<file path="config.mk">
export PLATFORM = sky130hd
export DESIGN_NAME = ser_arbiter_flat
export DESIGN_NICKNAME = d
export VERILOG_FILES = /design/src/rtl/ser_arbiter_pkg.sv /design/src/rtl/ser_arbiter_if.sv /design/src/rtl/ser_arbiter_rr.sv /design/src/rtl/ser_arbiter.sv /design/src/flat_wrapper.sv
export SDC_FILE = /design/constraint.sdc
export NUM_CORES = 1
export LEC_CHECK = 0
export CAP_MARGIN = 20
export CORE_ASPECT_RATIO = 1.1
export CORE_MARGIN = 1.5
export CORE_UTILIZATION = 45
export CTS_CLUSTER_SIZE = 8
export DETAILED_ROUTE_END_ITERATION = 8
export GPL_ROUTABILITY_DRIVEN = 0
export PLACE_DENSITY = 0.76
export SKIP_LAST_GASP = 1
export SLEW_MARGIN = 20
export SYNTH_ARGS = -nofsm -noshare
export SYNTH_HDL_FRONTEND = slang
export SYNTH_SLANG_ARGS = --single-unit
</file>
<file path="constraint.sdc">
create_clock -name clk_i -period 2.4 [get_ports clk_i]
set_clock_uncertainty 0.05 [all_clocks]
set_input_delay 0.24 -clock clk_i [delete_from_list [all_inputs] [get_ports clk_i]]
set_output_delay 0.24 -clock clk_i [all_outputs]
set_load 0.05 [all_outputs]
</file>
<file path="src/rtl/ser_arbiter_pkg.sv">
// ---------------------------------------------------------------------------
// ser_arb_pkg
// Purpose : types and helpers shared by the serializer arbiter slice.
// Contents: state_t   - scheduler states (IDLE, WAIT_BUSY, WAIT_DONE)
//           MOD_MIN   - smallest bit count that is forwarded to the serializer
//           next_ptr  - round-robin pointer increment modulo the requester count
// ---------------------------------------------------------------------------
package ser_arb_pkg;

  typedef enum logic [1:0] {
    IDLE      = 2'd0,
    WAIT_BUSY = 2'd1,
    WAIT_DONE = 2'd2
  } state_t;

  localparam int unsigned MOD_MIN = 3;

  // Explicit wrap instead of '%' so non-power-of-2 counts stay cheap.
  function automatic int unsigned next_ptr(input int unsigned cur, input int unsigned n);
    return (cur + 1 >= n) ? 0 : cur + 1;
  endfunction

endpackage

</file>
<file path="src/rtl/ser_arbiter_if.sv">
// ---------------------------------------------------------------------------
// ser_arbiter_if
// Purpose : bundles the requester handshake and serializer load/busy signals.
// Modports: slave  - the arbiter (consumes requests, drives the serializer)
//           master - the environment (packet sources + serializer)
// Signals : req_val_i/req_mod_i/req_data_i/req_ready_o  per-requester handshake
//           ser_busy_i/ser_val_o/ser_mod_o/ser_word_o    serializer load side
//           grant_idx_o/drop_o/err_o                     status
// ---------------------------------------------------------------------------
interface ser_arbiter_if #(
  parameter int N_REQ  = 4,
  parameter int DATA_W = 16,
  parameter int MOD_W  = 4
);
  localparam int IDX_W = $clog2(N_REQ);

  logic [N_REQ-1:0]        req_val_i;
  logic [N_REQ*MOD_W-1:0]  req_mod_i;
  logic [N_REQ*DATA_W-1:0] req_data_i;
  logic [N_REQ-1:0]        req_ready_o;
  logic                    ser_busy_i;
  logic                    ser_val_o;
  logic [MOD_W-1:0]        ser_mod_o;
  logic [DATA_W-1:0]       ser_word_o;
  logic [IDX_W-1:0]        grant_idx_o;
  logic                    drop_o;
  logic                    err_o;

  modport slave (
    input  req_val_i, req_mod_i, req_data_i, ser_busy_i,
    output req_ready_o, ser_val_o, ser_mod_o, ser_word_o, grant_idx_o, drop_o, err_o
  );

  modport master (
    output req_val_i, req_mod_i, req_data_i, ser_busy_i,
    input  req_ready_o, ser_val_o, ser_mod_o, ser_word_o, grant_idx_o, drop_o, err_o
  );

endinterface

</file>
<file path="src/rtl/ser_arbiter_rr.sv">
// ---------------------------------------------------------------------------
// rr_arbiter
// Purpose : combinational round-robin pick among pending requests.
// Ports   : req     in  N_REQ  pending requests
//           ptr     in  IDX_W  highest-priority index (must be < N_REQ)
//           winner  out IDX_W  first set req at or after ptr, with wrap
//           any_req out 1      at least one request pending
// ---------------------------------------------------------------------------
module rr_arbiter #(
  parameter int N_REQ = 4,
  localparam int IDX_W = $clog2(N_REQ)
) (
  input  logic [N_REQ-1:0] req,
  input  logic [IDX_W-1:0] ptr,
  output logic [IDX_W-1:0] winner,
  output logic             any_req
);

  // Rotate so that slot 0 is the requester at ptr; ptr < N_REQ keeps the sum
  // below 2*N_REQ, so a single conditional subtract is enough to wrap.
  logic [IDX_W-1:0] rot_idx [N_REQ];
  logic [N_REQ-1:0] rot_req;

  generate
    for (genvar gi = 0; gi < N_REQ; gi++) begin : g_rot
      logic [IDX_W:0] pos;
      assign pos          = {1'b0, ptr} + (IDX_W+1)'(gi);
      assign rot_idx[gi]  = (pos >= (IDX_W+1)'(N_REQ)) ?
                            IDX_W'(pos - (IDX_W+1)'(N_REQ)) : pos[IDX_W-1:0];
      assign rot_req[gi]  = req[rot_idx[gi]];
    end
  endgenerate

  // Descending scan: the lowest rotated slot that is set wins.
  always_comb begin
    winner  = '0;
    any_req = 1'b0;
    for (int k = N_REQ - 1; k >= 0; k--) begin
      if (rot_req[k]) begin
        winner  = rot_idx[k];
        any_req = 1'b1;
      end
    end
  end

endmodule

</file>
<file path="src/rtl/ser_arbiter.sv">
// ---------------------------------------------------------------------------
// ser_arbiter
// Purpose : shares one serializer between N_REQ requesters. Each requester
//           owns a one-word holding buffer; a round-robin scheduler launches
//           buffered words with a one-cycle load strobe and then follows the
//           serializer busy flag until the word has been shifted out.
// Ports   : clk_i   in  clock
//           srst_i  in  synchronous active-high reset
//           bus     ser_arbiter_if.slave (requester handshake, serializer
//                   load/busy, grant index, drop and timeout pulses)
// ---------------------------------------------------------------------------
module ser_arbiter
  import ser_arb_pkg::*;
#(
  parameter int N_REQ    = 4,
  parameter int DATA_W   = 16,
  parameter int MOD_W    = 4,
  parameter int BUSY_TMO = 2
) (
  input  logic          clk_i,
  input  logic          srst_i,
  ser_arbiter_if.slave  bus
);

  localparam int IDX_W = $clog2(N_REQ);
  localparam int TMO_W = $clog2(BUSY_TMO + 1);
  localparam logic [MOD_W-1:0] MOD_MIN_W = MOD_W'(MOD_MIN);
  localparam logic [TMO_W-1:0] TMO_LAST  = TMO_W'(BUSY_TMO - 1);

  logic [N_REQ-1:0]  full;
  logic [DATA_W-1:0] buf_data [N_REQ];
  logic [MOD_W-1:0]  buf_mod  [N_REQ];

  logic [IDX_W-1:0]  ptr_reg, ptr_next;
  logic [IDX_W-1:0]  winner;
  logic              any_req;

  state_t            state_reg, state_next;
  logic [TMO_W-1:0]  tmo_reg, tmo_next;
  logic              launch, drop, tmo_err;

  logic              ser_val_reg;
  logic [DATA_W-1:0] word_reg;
  logic [MOD_W-1:0]  mod_reg;
  logic [IDX_W-1:0]  grant_reg;
  logic              drop_reg;
  logic              err_reg;

  rr_arbiter #(.N_REQ(N_REQ)) u_rr (
    .req     (full),
    .ptr     (ptr_reg),
    .winner  (winner),
    .any_req (any_req)
  );

  // ---------------------------------------------------------------- buffers
  // A launched buffer stays full through the strobe cycle and is released at
  // the edge that ends it, so ready returns the cycle after the strobe.
  // Dropped words are released immediately at the decision edge.
  generate
    for (genvar gi = 0; gi < N_REQ; gi++) begin : g_buf
      logic              full_q;
      logic [DATA_W-1:0] data_q;
      logic [MOD_W-1:0]  mod_q;
      logic              load, clr;

      assign load = bus.req_val_i[gi] && !full_q;
      assign clr  = (drop && (winner == IDX_W'(gi))) ||
                    (ser_val_reg && (grant_reg == IDX_W'(gi)));

      always_ff @(posedge clk_i) begin
        if (srst_i) begin
          full_q <= 1'b0;
        end else if (clr) begin
          full_q <= 1'b0;
        end else if (load) begin
          full_q <= 1'b1;
        end
      end

      always_ff @(posedge clk_i) begin
        if (load) begin
          data_q <= bus.req_data_i[gi*DATA_W +: DATA_W];
          mod_q  <= bus.req_mod_i[gi*MOD_W +: MOD_W];
        end
      end

      assign full[gi]     = full_q;
      assign buf_data[gi] = data_q;
      assign buf_mod[gi]  = mod_q;
    end
  endgenerate

  // -------------------------------------------------------------------- FSM
  always_ff @(posedge clk_i) begin
    if (srst_i) begin
      state_reg <= IDLE;
      tmo_reg   <= '0;
      ptr_reg   <= '0;
    end else begin
      state_reg <= state_next;
      tmo_reg   <= tmo_next;
      ptr_reg   <= ptr_next;
    end
  end

  always_comb begin
    state_next = state_reg;
    tmo_next   = tmo_reg;
    launch     = 1'b0;
    drop       = 1'b0;
    tmo_err    = 1'b0;
    case (state_reg)
      IDLE: begin
        tmo_next = '0;
        if (any_req) begin
          if (buf_mod[winner] >= MOD_MIN_W) begin
            launch     = 1'b1;
            state_next = WAIT_BUSY;
          end else begin
            drop = 1'b1;
          end
        end
      end
      WAIT_BUSY: begin
        // Busy wins over the timeout when both land on the same edge.
        if (bus.ser_busy_i) begin
          state_next = WAIT_DONE;
        end else if (tmo_reg == TMO_LAST) begin
          tmo_err    = 1'b1;
          state_next = IDLE;
        end else begin
          tmo_next = tmo_reg + 1'b1;
        end
      end
      WAIT_DONE: begin
        if (!bus.ser_busy_i) begin
          state_next = IDLE;
        end
      end
      default: state_next = IDLE;
    endcase
  end

  assign ptr_next = (launch || drop) ? IDX_W'(next_ptr(32'(winner), N_REQ)) : ptr_reg;

  // ------------------------------------------------------ registered outputs
  always_ff @(posedge clk_i) begin
    if (srst_i) begin
      ser_val_reg <= 1'b0;
      word_reg    <= '0;
      mod_reg     <= '0;
      grant_reg   <= '0;
      drop_reg    <= 1'b0;
      err_reg     <= 1'b0;
    end else begin
      ser_val_reg <= launch;
      drop_reg    <= drop;
      err_reg     <= tmo_err;
      if (launch) begin
        word_reg  <= buf_data[winner];
        mod_reg   <= buf_mod[winner];
        grant_reg <= winner;
      end
    end
  end

  assign bus.req_ready_o = ~full;
  assign bus.ser_val_o   = ser_val_reg;
  assign bus.ser_word_o  = word_reg;
  assign bus.ser_mod_o   = mod_reg;
  assign bus.grant_idx_o = grant_reg;
  assign bus.drop_o      = drop_reg;
  assign bus.err_o       = err_reg;

endmodule

</file>
<file path="src/flat_wrapper.sv">
// flat-port wrapper written by rule: the top's interface ports become plain ports
module ser_arbiter_flat import ser_arb_pkg::*;
#(
  parameter int N_REQ    = 4,
  parameter int DATA_W   = 16,
  parameter int MOD_W    = 4,
  parameter int BUSY_TMO = 2
)
  (clk_i, srst_i, bus_req_val_i, bus_req_mod_i, bus_req_data_i, bus_ser_busy_i, bus_req_ready_o, bus_ser_val_o, bus_ser_mod_o, bus_ser_word_o, bus_grant_idx_o, bus_drop_o, bus_err_o);
  ser_arbiter_if #(.N_REQ(N_REQ), .DATA_W(DATA_W), .MOD_W(MOD_W)) bus_i ();
  input  logic clk_i;
  input  logic srst_i;
  input wire logic [$bits(bus_i.req_val_i)-1:0] bus_req_val_i;
  input wire logic [$bits(bus_i.req_mod_i)-1:0] bus_req_mod_i;
  input wire logic [$bits(bus_i.req_data_i)-1:0] bus_req_data_i;
  input wire logic [$bits(bus_i.ser_busy_i)-1:0] bus_ser_busy_i;
  output wire logic [$bits(bus_i.req_ready_o)-1:0] bus_req_ready_o;
  output wire logic [$bits(bus_i.ser_val_o)-1:0] bus_ser_val_o;
  output wire logic [$bits(bus_i.ser_mod_o)-1:0] bus_ser_mod_o;
  output wire logic [$bits(bus_i.ser_word_o)-1:0] bus_ser_word_o;
  output wire logic [$bits(bus_i.grant_idx_o)-1:0] bus_grant_idx_o;
  output wire logic [$bits(bus_i.drop_o)-1:0] bus_drop_o;
  output wire logic [$bits(bus_i.err_o)-1:0] bus_err_o;
  assign bus_i.req_val_i = bus_req_val_i;
  assign bus_i.req_mod_i = bus_req_mod_i;
  assign bus_i.req_data_i = bus_req_data_i;
  assign bus_i.ser_busy_i = bus_ser_busy_i;
  assign bus_req_ready_o = bus_i.req_ready_o;
  assign bus_ser_val_o = bus_i.ser_val_o;
  assign bus_ser_mod_o = bus_i.ser_mod_o;
  assign bus_ser_word_o = bus_i.ser_word_o;
  assign bus_grant_idx_o = bus_i.grant_idx_o;
  assign bus_drop_o = bus_i.drop_o;
  assign bus_err_o = bus_i.err_o;
  ser_arbiter #(.N_REQ(N_REQ), .DATA_W(DATA_W), .MOD_W(MOD_W), .BUSY_TMO(BUSY_TMO)) u_core (.clk_i(clk_i), .srst_i(srst_i), .bus(bus_i));
endmodule
</file>
==> results.yml <==
clock_tree:
  clockRootBuffer: "clkbuf_16"
  clockBufferDepth: 2
  clk_latency_ns: 0.41
  htree_levels: 4
  tritoncts: "built"
  cts_made_buffers: 17
  cts_hold_buf: 0
  path_clk_slew_ns: 0.05
  cts_sinks: 115
placement:
  io_buffers: 115
  dpl.cell_count: 649
  place_hpwl_microns: 8230
finish:
  largest_reg_flops: 64
  regMostFlops: "u_core.g_buf.data_q"
  instances_no_fill: 697
  n_antenna_cell: 0
  n_fill_cell: 712
  layout-drive-gt1-share_pct: 26.7
  layout.nets: 633
  syn_to_final_growth_pct: 52.7
  multi_input_area_sq_um: 1770
  seqCellArea_sq_um: 3120
sta:
  hold_viol: 0
  rsz0062_at_grt: "yes"
  tightest_slew_ns: 0.586
  post-route-period-util_pct: 106
  setup_viol: 26
  setup_ws_ns: -0.136
  relSlewSlack_pct: 60.9
  fmax_mhz: 394
  fin_crit_ns: 2.54
  slew_viol_final: 0
drt:
  ant_nets: 0
  dr.pass1.iters: 4
  drc: 0
  viasPerCell: 5.10
  vias: 3558
  drt_iter0_markers: 192
  wirelength_microns: 12700
  wl_per_cell_microns: 18.2
die:
  num_rows: 39
  dieArea_sq_um: 11300
  io_pins: 116
  die-height_microns: 111
  initial_utilization_pct: 46.3
  die_w_microns: 102
  core_sq_um: 10400
synthesis:
  synthCells: 375
  ys_seq_area_share_pct: 64.5
  yosys.area.top_type: "edfxtp_1"
  synth.area.top_cells: "edfxtp_1 50%, dfxtp_1 15%, mux2_4 5.3%"
  ys_ff_latch: 115
  synth_warnings: 0
  syn-num-nets: 467
  synth_edf_count: 80
  synthesis.area_sq_um: 4810
  syn_avg_cell_area_sq_um: 12.8
  synthArstFlopShare_pct: 0
  synth_flop_cell: "edfxtp_1"
  yosys.cell_types.count: 43
  netlist.area_leader.share_pct: 49.9
pwr:
  p_int_w: 0.00621
  ir_worst_vdd_uv: 745
  power_w: 0.00980
  switchingPower_w: 0.00359
  seqPwrFrac_pct: 28.8
  p_comb_share_pct: 47.3
  p_sw_share_pct: 36.6
  powerDensity_nw_per_um2: 1330
  p_leak_nw: 2.82
  clockPowerShare_pct: 23.9
critical_path:
  worst_setup_path_end_kind: "flip-flop"
  critPathKind: "flip-flop to flip-flop"
  cp_data_required_time_ns: 2.64
  crit_arrival_ns: 2.77
  r2r_cells: 8
  crit_fanout: 8
  critPathLaunchType: "flip-flop"
global_route:
  antenna_found_initial: 0
  grt_pass1_wl_microns: 19100
  gr-usage-all-layers_pct: 22.9
  grt_pass1_vias: 3788
  grt_max_degree: 30
  grt-ovfl-total: 0
flow_run:
  drv_cap: 0
worst_hold_path:
  hp-class: "primary input to flip-flop"
  holdPathStages: 2
outcome:
  status: "complete, but fails checks"
  violations: "setup timing"
-- cell families after synthesis --
kind of cell	count (synthesis)	synth area share (%)
buffers and inverters	35	3.46
XOR/XNOR	1	0.182
AO/OA/AOI/OAI	46	8.14
flip-flops	115	64.5
multiplexers	22	6.43
adder cells (fa/ha/maj)	5	1.30
AND/OR/NAND/NOR	151	16.0
-- critical path, cell delays in order (launching register included) --
cell,delay (ns)
dfxtp_4,0.36
and2b_1,0.19
a311oi_4,0.34
buf_6,0.22
nor3b_1,0.10
a211oi_4,0.24
o22ai_4,0.12
or4_4,0.53
o221a_1,0.25
-- final timing paths --
check / start / to / slack (ns)
worst min-delay path: srst_i / u_core.bus.ser_val_o / 0.29
worst min register to register: u_core.state_reg[0] / u_core.bus.err_o / 0.47
worst max-delay path: u_core.g_buf[2].full_q / u_core.g_buf[1].full_q / -0.14
worst max register to register: u_core.g_buf[2].full_q / u_core.g_buf[1].full_q / -0.14
-- power groups by stage --
stage	logic [W]	registers, W	clock network (W)
2_1_floorplan	0.00194	0.00348	0
3_3_place_gp	0.00390	0.00282	0
3_5_place_dp	0.00400	0.00283	0
4_1_cts	0.00441	0.00281	0.00236
5_1_grt	0.00489	0.00286	0.00247
6_report	0.00463	0.00282	0.00234
-- routing by layer --
metal | GRT usage (%) | share of wire, % | routed length [microns] | up-vias
li1 | - | - | - | 1691
met1 | 25.6 | 38 | 4800 | 1699
met2 | 40.0 | 54 | 6830 | 144
met3 | 5.52 | 5.6 | 706 | 24
met4 | 11.7 | 3.0 | 379 | 0
met5 | 0 | 0 | 0 | -
-- timing repair --
item                       CTS  global route
setup buffers               10             8
pin swaps                   12            14
cloned                       2             0
resized for setup           21            23
setup endpoints to repair   24            26
-- layout by cell type (no fill, tap or decap), types with 4 or more instances in the layout --
cell type        synthesis  layout
clkdlybuf4s50_1          0     114
buf_12                   0       5
o21a_1                   4       4
and3_1                  17      17
inv_1                   14      10
ha_1                     5       4
nor2b_1                 23      19
nor2b_2                  0       4
nor3b_2                  0       6
nor2_1                  15      15
buf_4                    0      35
a311oi_1                17      17
clkbuf_16                0      17
mux2_4                  17      19
edfxtp_1                80      80
nor4_1                   4       4
a211oi_4                 0       8
buf_6                    4      11
dfxtp_1                 35      29
clkinv_2                 0       9
nand2_1                 67      67
-- through the flow --
step	utilization, %	setup slack [ns]	TNS [ns]	hold WS, ns	area, sq um
after global routing	70.7	-0.191	-3.94	0.290	7350
after CTS	69.3	-0.0518	-0.676	0.252	7200
after floorplan	-	-0.213	-4.51	0.266	4900
after detailed placement	62.2	-0.178	-2.49	0.447	6470
final	70.7	-0.136	-2.38	0.289	7350
after global placement	62.2	-0.0386	-0.197	0.424	6470
-- cells in the mapped netlist, types with 2 or more instances --
library cell / instances
o21a_1: 4
nor3_1: 4
dfxtp_1: 35
mux2i_1: 2
mux2_4: 17
clkbuf_1: 12
or2_2: 2
inv_1: 14
nand3_1: 2
nand2_1: 67
a31o_2: 2
buf_2: 4
nor2b_1: 23
nor3b_1: 9
o41ai_1: 2
a311oi_1: 17
and3_1: 17
o21ai_0: 2
nor2_1: 15
nor4_1: 4
edfxtp_1: 80
a211oi_1: 7
mux2_2: 3
a21oi_1: 3
buf_6: 4
a211oi_2: 3
ha_1: 5
-- area by class of cell --
class / instances / share of cell area [%]
Tap cell: 143 / 2.44
Timing Repair Buffer: 167 / 22.6
Inverter: 14 / 0.886
Sequential cell: 115 / 42.4
Multi-Input combinational cell: 226 / 24.2
Clock buffer: 18 / 5.84
Clock inverter: 14 / 1.64
(Power assumes the default switching activity.)
